<file path="src/rtl/cc_line_serializer.sv">
// cc_line_serializer: pops cache-line entries from a show-ahead FIFO and replays them as R bursts
module cc_line_serializer #(
  parameter int LINE_W = 512,
  parameter int BEAT_W = 64,
  parameter int ID_W = 4,
  localparam int NBEATS = LINE_W / BEAT_W,
  localparam int OFF_W = $clog2(NBEATS),
  localparam int ENT_W = ID_W + 1 + OFF_W + LINE_W
) (
  input  logic              clk,
  input  logic              rst_n,
  input  logic              fifo_empty_i,
  input  logic [ENT_W-1:0]  fifo_rdata_i,
  output logic              fifo_rden_o,
  output logic [ID_W-1:0]   rid_o,
  output logic [BEAT_W-1:0] rdata_o,
  output logic              rlast_o,
  output logic              rvalid_o,
  input  logic              rready_i
);
  logic busy;
  logic [LINE_W-1:0] line_q, line;
  logic [ID_W-1:0] id_q, id;
  logic [OFF_W-1:0] idx_q, last_idx_q, off;
  logic wrap;
  logic [BEAT_W-1:0] words [NBEATS];
  assign {id, wrap, off, line} = fifo_rdata_i;
  for (genvar i = 0; i < NBEATS; i++) begin : g_word
    assign words[i] = line_q[LINE_W-1-i*BEAT_W -: BEAT_W];
  end
  assign rvalid_o = busy;
  assign rlast_o = busy && (idx_q == last_idx_q);
  assign rid_o = id_q;
  assign rdata_o = words[idx_q];
  // a final-beat accept and the next pop share a cycle, so lines stream without a bubble
  assign fifo_rden_o = !fifo_empty_i && (!busy || (rvalid_o && rready_i && rlast_o));
  always_ff @(posedge clk)
    if (!rst_n) begin
      busy <= 1'b0;
      line_q <= '0;
      id_q <= '0;
      idx_q <= '0;
      last_idx_q <= '0;
    end else if (fifo_rden_o) begin
      busy <= 1'b1;
      line_q <= line;
      id_q <= id;
      idx_q <= off;
      last_idx_q <= wrap ? off - 1'b1 : '1;
    end else if (rvalid_o && rready_i) begin
      busy <= !rlast_o;
      idx_q <= idx_q + 1'b1;
    end
endmodule

</file>
<file path="config.mk">
export PLATFORM = sky130hd
export DESIGN_NAME = cc_line_serializer
export DESIGN_NICKNAME = d
export VERILOG_FILES = /design/src/rtl/cc_line_serializer.sv
export SDC_FILE = /design/constraint.sdc
export NUM_CORES = 1
export LEC_CHECK = 0
export ABC_AREA = 0
export CAP_MARGIN = 20
export CORE_UTILIZATION = 30
export DETAILED_ROUTE_END_ITERATION = 8
export GPL_TIMING_DRIVEN = 0
export PLACE_DENSITY = 0.67
export REMOVE_ABC_BUFFERS = 1
export SETUP_SLACK_MARGIN = 0.02
export SLEW_MARGIN = 10
export SYNTH_ARGS = -nofsm -noshare
export SYNTH_HDL_FRONTEND = slang
export SYNTH_SLANG_ARGS = --single-unit
</file>
<file path="constraint.sdc">
create_clock -name clk -period 2.3 [get_ports clk]
set_clock_uncertainty 0.15 [all_clocks]
set_input_delay 0.575 -clock clk [delete_from_list [all_inputs] [get_ports clk]]
set_output_delay 0.575 -clock clk [all_outputs]
set_load 0.01 [all_outputs]
</file>
# --- Word-level counts from Yosys, hierarchy flattened ---
# Index checks and enable logic that the tools add are counted.
word_totals:
  out_inout_bits: 71
  ff_bits: 523
op_classes:
  n_reduce_logical: 9
  mux: 8
  addsub: 2
  bitwise: 1
  n_lt_le_gt_ge: 1
  eq_ne: 1
op_table:
  columns: ["cell", "count"]
  rows:
  - ["64-bit binary-select mux with 3-bit select", 1]
  - ["64-bit two-way mux", 2]
  - ["3-bit two-way mux", 3]
  - ["4-bit greater-or-equal comparator (second input constant)", 1]
  - ["1-bit logical AND", 4]
  - ["3-bit inverter with 4-bit output", 1]
  - ["3-bit by 1-bit adder with 3-bit output (second input constant)", 1]
  - ["3-bit == test", 1]
  - ["1-bit logical NOT", 3]
  - ["3-bit by 1-bit subtractor with 3-bit output (second input constant)", 1]
  - ["1-bit two-way mux", 2]
  - ["2-bit nonzero test", 1]
  - ["1-bit logical OR", 1]

# --- Logic depth before layout (Yosys ltp) ---
# Gate-level depths: netlist of the first run.
depth:
  word_depth: 6
  ltp_mapped: 9
  ltp_nobuf: 5

# --- Worst setup path after synthesis of the first run ---
# Ideal clock, no wire load.
synth_timing:
  path_kind: "reg-to-output"
  startpoint: "register idx_q[1]"
  endpoint: "output rdata_o[47]"
  n_path_buf: 3
  stages_incl_launch_ff: 6
  path_slack_ps: -260
  arrival_ps: 1835
  required_ps: 1575
  cell_sequence: "dfxtp_1 > buf_2 > buf_2 > buf_2 > mux4_2 > mux2_2"
synth_between:
  elab_chain_len: 4
synth_lines:
  columns: ["item", "line", "source"]
  rows:
  - ["from (decl)", "24", "logic [OFF_W-1:0] idx_q, last_idx_q, off;"]
  - ["from (signal assigned)", "52", "idx_q <= idx_q + 1'b1;"]
  - ["3-bit inverter with 4-bit output (implied by the code)", "34", "assign rdata_o = words[idx_q];"]
  - ["64-bit binary-select mux with 3-bit select", "34", null]
  - ["64-bit two-way mux (implied by the code) (2 in series)", "34", null]
  - ["to (decl)", "16", "output logic [BEAT_W-1:0] rdata_o,"]
# No other way between the ends. The select of a mux whose other input is x is not followed.

# --- Final worst setup path of the first run ---
layout_timing:
  startpoint: "register idx_q[0]"
  endpoint: "output rdata_o[45]"
# Same word-level chain as after synthesis.

==> impl_results.md, run 1 <==
- Crit path buffers/inverters: 4
- Final ANT Viol Nets: 0
- Mapped Area: roughly 22000 µm²
- RSZ-0062 raised after global routing: yes
- Initial Util: 30.42%
- Layout cells sized above 1: between 20% and 30%
- Critical path's largest stage delay: between 0.5 and 0.6 ns
- H-tree depth: 2
- Area contributors post-synth: dfxtp_1 (48%), nand2_1 (18%), mux4_2 (13%), a21oi_1 (12%), mux2_2 (3.3%)
- Post-synth top area share: around half
- Die Area: 73690 µm²
- Peak VDD IR: about 570 µV
- DR iter-0 viols: 1499
- Hold_buf cts: 0
- Max Cap Violations: 0
- Arrival time worst endpoint: 2.49 ns
- Drt total wl: 91350 µm
- Worst-path clk slew: 0.06 ns
- DIE WIDTH: between 200 and 300 µm
- Setup CP Type: reg2out
- Critical path's top delay family: multiplexers
- Synthesis Warnings: 0
- Clock sinks: 523
- Cell repeated most along the worst path: buf_16
- Static leakage power: around 14 nW
- Endpoints failing setup: 509
- Pwr/cell area: about 770 nW/µm²
- Port buffer count: 594
- Area leader, netlist: dfxtp_1
- Clk root buf: clkbuf_16
- Final Cycle Share: 139.9%
- Max Fclk: 310.7 MHz
- Hold WC Path Type: reg2reg
- DR DRC count: 0
- Most used DFF post-synth: dfxtp_1
- Top-Level Pins: between 500 and 600
- Worst EP required: 1.57 ns
- Max_slew headroom: 39.15%
- Gr ovfl total: 0
- Initial antenna violation count: 18
- Syn avg cell area: 8.672 µm²
- Setup_tns: -117.93 ns
- Vias in the first global route: 20400
- Core Region: 71610 µm²
- FILL cells: 6291
- Placed cell count: 3883
- Async SR Flop Fraction: 0%
- Wirelength per Cell: 21.59 µm
- Multi-input gate area: ~12000 µm²
- NumNets Final: 3752
- CTS tree: yes
- Least-Margin Pin Slew: 0.9127 ns
- CTS max path bufs: 3
- Post-synthesis cell type count: 26
- Final Wtd Congestion: 0.8244
- Global-route wire length before repair: 122600 µm
- Via/cell ratio: 5.073
- Sequential cell area: 10480 µm²
- Mapped Cells: 2512
- Vias: 21470
- Die H: 271.5 µm
- Slowest-stage cell, CP: mux4_2
- Total GRT Usage: around 22%
- Fin cells: 4232
- Seq cells post-synth: roughly 520
- Post-synth EDFFs: 0
- Hold_ws: 0.3003 ns
- Worst-path cell chain: buf_16, buf_12, buf_16, mux4_2, mux2_4, buf_6
- Layout area overhead: 68.97%
- Worst skew pair latency: 0.60 ns
- Total CTS buffers: 57
- Largest net degree at the start of global routing: 141
- Failing checks: setup timing
- Status: finished, violations left
- Drt pass-1 iters: 7
- Sequential area share after synthesis: 48.06%
- Final slew viol count: 0
- Final Hold Viols: 0
- Setup WS post-layout: -0.9180 ns
- Tmin final: between 3 and 4 ns
- Row count: 98
- Setup crit end kind: primary output
- DP Area: 28950 µm²
- Finished Cell Area: around 37000 µm²
- Max Fanout on Critical Path: 5
- Final HPWL DP: 44880 µm
- Startpoint Class: flip-flop
[Yosys cell counts (3+ instances only)]
| master | number |
|---|---|
| buf_2 | 118 |
| mux4_2 | 128 |
| a21oi_1 | 517 |
| o21ai_0 | 3 |
| a311oi_1 | 4 |
| buf_4 | 13 |
| dfxtp_1 | 523 |
| mux2_2 | 64 |
| nand2_1 | 1037 |
| nor2b_1 | 3 |
| buf_1 | 6 |
| clkbuf_1 | 71 |
| xnor2_1 | 4 |
| nor2_1 | 5 |
[power breakdown]
part | switching (mW) | internal [mW] | total (mW) | leakage (nW)
Clock | 3.95 | 5.59 | 9.54 | 0.965
Combinational | 3.66 | 4.68 | 8.35 | 9.10
Sequential | 0.486 | 9.82 | 10.3 | 4.30
Total | 8.10 | 20.1 | 28.2 | 14.4
[cells by family (layout without fill, tap and decap cells)]
kind of cell | Yosys count | after routing | synth area share (%)
xor gates and xnor gates | 4 | 4 | 0.1608
muxes | 192 | 192 | 16.54
adders and majority gates | 2 | 2 | 0.1149
DFF | 523 | 523 | 48.06
other | 0 | 9 | 0
buffers and inverters | 214 | 975 | 4.658
AOI/OAI and AO/OA | 527 | 527 | 12.25
and+or+nand+nor | 1050 | 1050 | 18.21
[sequential cells by signal, indices dropped and copies added (netlist names)]
name and flops:
rid_o 4, line_q 512, last_idx_q 3, idx_q 3, rvalid_o 1
[timing repair]
action	CTS	global route
cloned	45	39
pin swaps	24	228
setup endpoints to repair	589	586
resized for setup	507	502
buffers inserted	108	63
[placed cells by master (no fill, tap or decap), types with 18 or more instances in the layout]
cell type        synthesis  layout
nand2_1               1037     867
clkdlybuf4s50_1          0     528
dfxtp_1                523     520
a21oi_1                517     390
mux4_2                 128     128
a21oi_2                  0     127
nand2_4                  0     115
buf_6                    2     100
clkbuf_16                0      88
buf_16                   0      68
mux2_4                   0      60
buf_4                   13      56
nand2_2                  0      55
buf_12                   0      53
buf_8                    0      21
clkbuf_8                 0      18
[per-layer routing]
metal  up-vias  share of wire, %  GRT usage [%]  routed length, µm
met5         -              0.11              0                 99
met4        14               4.3          8.708               3943
met3       236               8.1          5.237               7409
met2       900                46          35.59              42430
met1     10400                41          26.98              37480
li1       9919                 -              -                  -
[final cells by class]
class / instances / share of cell area, %
antenna: 9 / 0.06119
sequential: 523 / 28.48
inverter: 4 / 0.1462
multi-input combinational: 1775 / 32.74
clock buffer: 89 / 4.807
clock inverter: 17 / 0.4521
tap: 950 / 3.229
timing repair buffer: 865 / 30.09
[worst min-delay path: cells and delay by family (launching register included)]
| family | cells | cell delay (ns) |
|---|---|---|
| AOI/OAI and AO/OA | 1 | 0.05 |
| and+or+nand+nor | 1 | 0.05 |
| DFF | 1 | 0.30 |
[worst paths after layout]
check                      startpoint                        to  slack, ns  cells after the start
max reg2reg     idx_q[0]$_SDFFE_PN0P_  line_q[390]$_SDFFE_PN0P_      -0.28                     14
min reg2reg  line_q[431]$_SDFFE_PN0P_  line_q[431]$_SDFFE_PN0P_       0.30                      2
max             idx_q[0]$_SDFFE_PN0P_               rdata_o[45]      -0.92                      6
min          line_q[431]$_SDFFE_PN0P_  line_q[431]$_SDFFE_PN0P_       0.30                      2
[stage by stage]
stage	util, %	worst slack (ns)	power (mW)
2_1_floorplan	-	-30.40	13.26
3_3_place_gp	38.99	-65.65	14.55
3_5_place_dp	40.42	-1.714	15.51
4_1_cts	47.43	-0.9655	26.90
5_1_grt	51.39	-0.9730	29.19
6_report	51.40	-0.9180	28.19
No activity file was read; power rests on OpenSTA's default activity.
==> inputs of run 2 (changes only) <==
- CTS_BUF_LIST: default -> sky130_fd_sc_hd__clkbuf_8
==> run 2 against run 1 <==
Net effect:
- via count down 3.3%
- highest routed layer unchanged
- the flow still finishes with violations (setup timing)
- global-route usage down 0.75 points
- clock power decreased by 11%
- clock-buffer cell count rose by 28
==> impl_results.md, run 2 (same netlist as run 1, synthesis figures left out) <==
- Hold path cells: 3
- Slowest-stage cell, CP: mux4_2
- DIE WIDTH: 271.5 µm
- Fin cells: 4237
- DR DRC count: 0
- Die Area: around 74000 µm²
- Combinational share of power: 27.8%
- Global-route wire length before repair: 118900 µm
- Max Fanout on Critical Path: 8
- Max Cap Violations: 0
- Worst skew pair latency: around 0.7 ns
- Least-Margin Pin Slew: 0.7603 ns
- Max_slew headroom: 49.31%
- NumNets Final: 3741
- Via/cell ratio: 4.898
- Vias in the first global route: 20180
- Gr ovfl total: 0
- Setup crit end kind: primary output
- Worst EP required: between 1.5 and 2 ns
- Worst-path cell chain: buf_16, buf_12, buf_16, buf_12, mux4_2, mux2_2, buf_6
- Drt total wl: 81970 µm
- Setup WS post-layout: -0.9678 ns
- Total CTS buffers: 90
- Clk root buf: clkbuf_8
- Peak VDD IR: ~440 µV
- Layout cells sized above 1: 21.30%
- Placed cell count: around 3900
- Hold_buf cts: 0
- Placement Setup Slack: -1.714 ns
- Commonest non-fill, non-tap cell in the layout: nand2_1
- CTS max path bufs: 3
- Critical path's largest stage delay: 0.50 ns
- Die H: 271.5 µm
- DP Area: about 29000 µm²
- Net Sw Frac: 28.79%
- Critical path's top delay family: multiplexers
- Vias: 20750
- Row count: 98
- DR iter-0 viols: 1351
- Startpoint Class: flip-flop
- Hold WC Path Type: in2reg
- Clock share of power: between 30% and 40%
- Internal Pwr Total: approximately 18 mW
- Static leakage power: 13.26 nW
- H-tree depth: 3
- Layout area overhead: 57.43%
- Total GRT Usage: 20.84%
- Pwr/cell area: 754.1 nW/µm²
- Final HPWL DP: 44880 µm
- CTS tree: yes
- Final Hold Viols: 0
- Drt pass-1 iters: 5
- R2R Path End: line_q[304]$_SDFFE_PN0P_
- Most flop-heavy register: line_q
- Final Cycle Share: 142.1%
- Worst-path clk slew: 0.07 ns
- Reg power frac: 39.5%
- R2r setup slk: -0.81 ns
- Max Fclk: 306.0 MHz
- Top-Level Pins: 595
- Net switching power: 7.444 mW
- RSZ-0062 raised after global routing: yes
- Initial Util: 30.42%
- Status: finished, violations left
- Largest register FFs: 512
- Final Util: 47.89%
- Final slew viol count: 0
- Most frequent cells in the layout: nand2_1 (977), clkdlybuf4s50_1 (528), dfxtp_1 (520), a21oi_1 (499), mux4_2 (128)
- Final ANT Viol Nets: 0
- Core Region: 71610 µm²
- Hold path startpoint: fifo_rdata_i[11]
- Crit path buffers/inverters: 5
- Path depth of the worst reg2reg path: 19
- Setup CP Type: reg2out
- Endpoints failing setup: 588
- Tmin final: between 3 and 4 ns
- Largest net degree at the start of global routing: 141
- Finished Cell Area: 34290 µm²
- Failing checks: setup timing
- RR Startpoint: idx_q[1]$_SDFFE_PN0P_
- Final Wtd Congestion: 0.8244
- Wirelength per Cell: a little under 20 µm
- Clock sinks: 523
- Initial antenna violation count: 15
- Arrival time worst endpoint: 2.54 ns
- Worst Hold End: line_q[11]$_SDFFE_PN0P_
- Port buffer count: 594
-- run 2: cell types whose count changed in the layout (fill, tap and decap cells not counted), sizes merged --
cell,before,now
buf,299,261
bufbuf,8,11
bufinv,3,0
clkbuf,119,138
clkinv,14,7
clkinvlp,1,0
diode,9,10
inv,3,34
-- run 2: routing by layer --
layer / wire length, µm / track usage [%] / up-vias
li1: - / - / 9893
met1: 34210 / 25.95 / 10070
met2: 39530 / 34.63 / 621
met3: 5750 / 5.573 / 157
met4: 2395 / 7.185 / 12
met5: 85 / 0 / -
-- run 2: power by group through the flow --
stage                     logic, mW  registers, mW  clock network, mW
after floorplan                2.76           10.5                  0
final                          7.18           10.2               8.47
after global routing           7.64           10.3               9.10
after CTS                      6.60           10.2               8.66
after global placement         4.05           10.5                  0
after detailed placement       5.04           10.5                  0
-- run 2: timing repair --
action,in CTS,in global routing
resized for setup,440,158
setup endpoints to repair,593,572
pin swaps,13,27
setup buffers,97,57
cloned,30,24
-- run 2: final cells by class --
cell class,count,area (µm²)
well taps,950,1189
clock inverters,37,168.9
clock buffers,117,1610
diodes,10,25.02
flip-flops and latches,523,10480
multi-input cells,1775,10810
fillers,6682,37320
repair buffers,821,9963
inverters,4,48.80
-- run 2: metrics by stage --
stage               hold slack, ns  power [mW]  TNS, ns
floorplan                   0.2831       13.26        -
global placement            0.2889       14.55        -
detailed placement          0.2931       15.51  -632.50
CTS                         0.1996       25.46  -188.60
global route                0.2289       27.04  -362.80
finish                      0.2802       25.86  -323.06
-- run 2: worst max path at each step --
| stage | startpoint | to | slack [ns] | cells after the start |
|---|---|---|---|---|
| floorplan | idx_q[0]$_SDFFE_PN0P_ | idx_q[2]$_SDFFE_PN0P_ | -30.40 | 5 |
| global placement | idx_q[0]$_SDFFE_PN0P_ | fifo_rden_o | -65.65 | 4 |
| detailed placement | rready_i | fifo_rden_o | -1.71 | 7 |
| CTS | idx_q[0]$_SDFFE_PN0P_ | rdata_o[5] | -1.15 | 5 |
| global route | idx_q[0]$_SDFFE_PN0P_ | rdata_o[13] | -1.06 | 7 |
| finish | idx_q[0]$_SDFFE_PN0P_ | rdata_o[13] | -0.97 | 7 |
-- run 2: worst reg2reg max path, cell delays in order, from the launching register on --
cell and delay (ns):
dfxtp_4 0.37, buf_12 0.13, buf_16 0.14, buf_6 0.12
buf_8 0.12, xnor2_4 0.17, a41oi_4 0.16, buf_6 0.16
buf_6 0.10, buf_6 0.11, buf_12 0.12, buf_16 0.12
buf_16 0.13, buf_16 0.13, buf_16 0.14, buf_16 0.15
buf_16 0.15, clkbuf_16 0.16, nand2_2 0.06, a21oi_1 0.05
==> inputs of run 3 (changes only) <==
- ABC_CLOCK_PERIOD_IN_PS: default -> 2300
==> results of run 3 <==
Same layout as run 2: the final DEF is identical, and so are final timing and power.
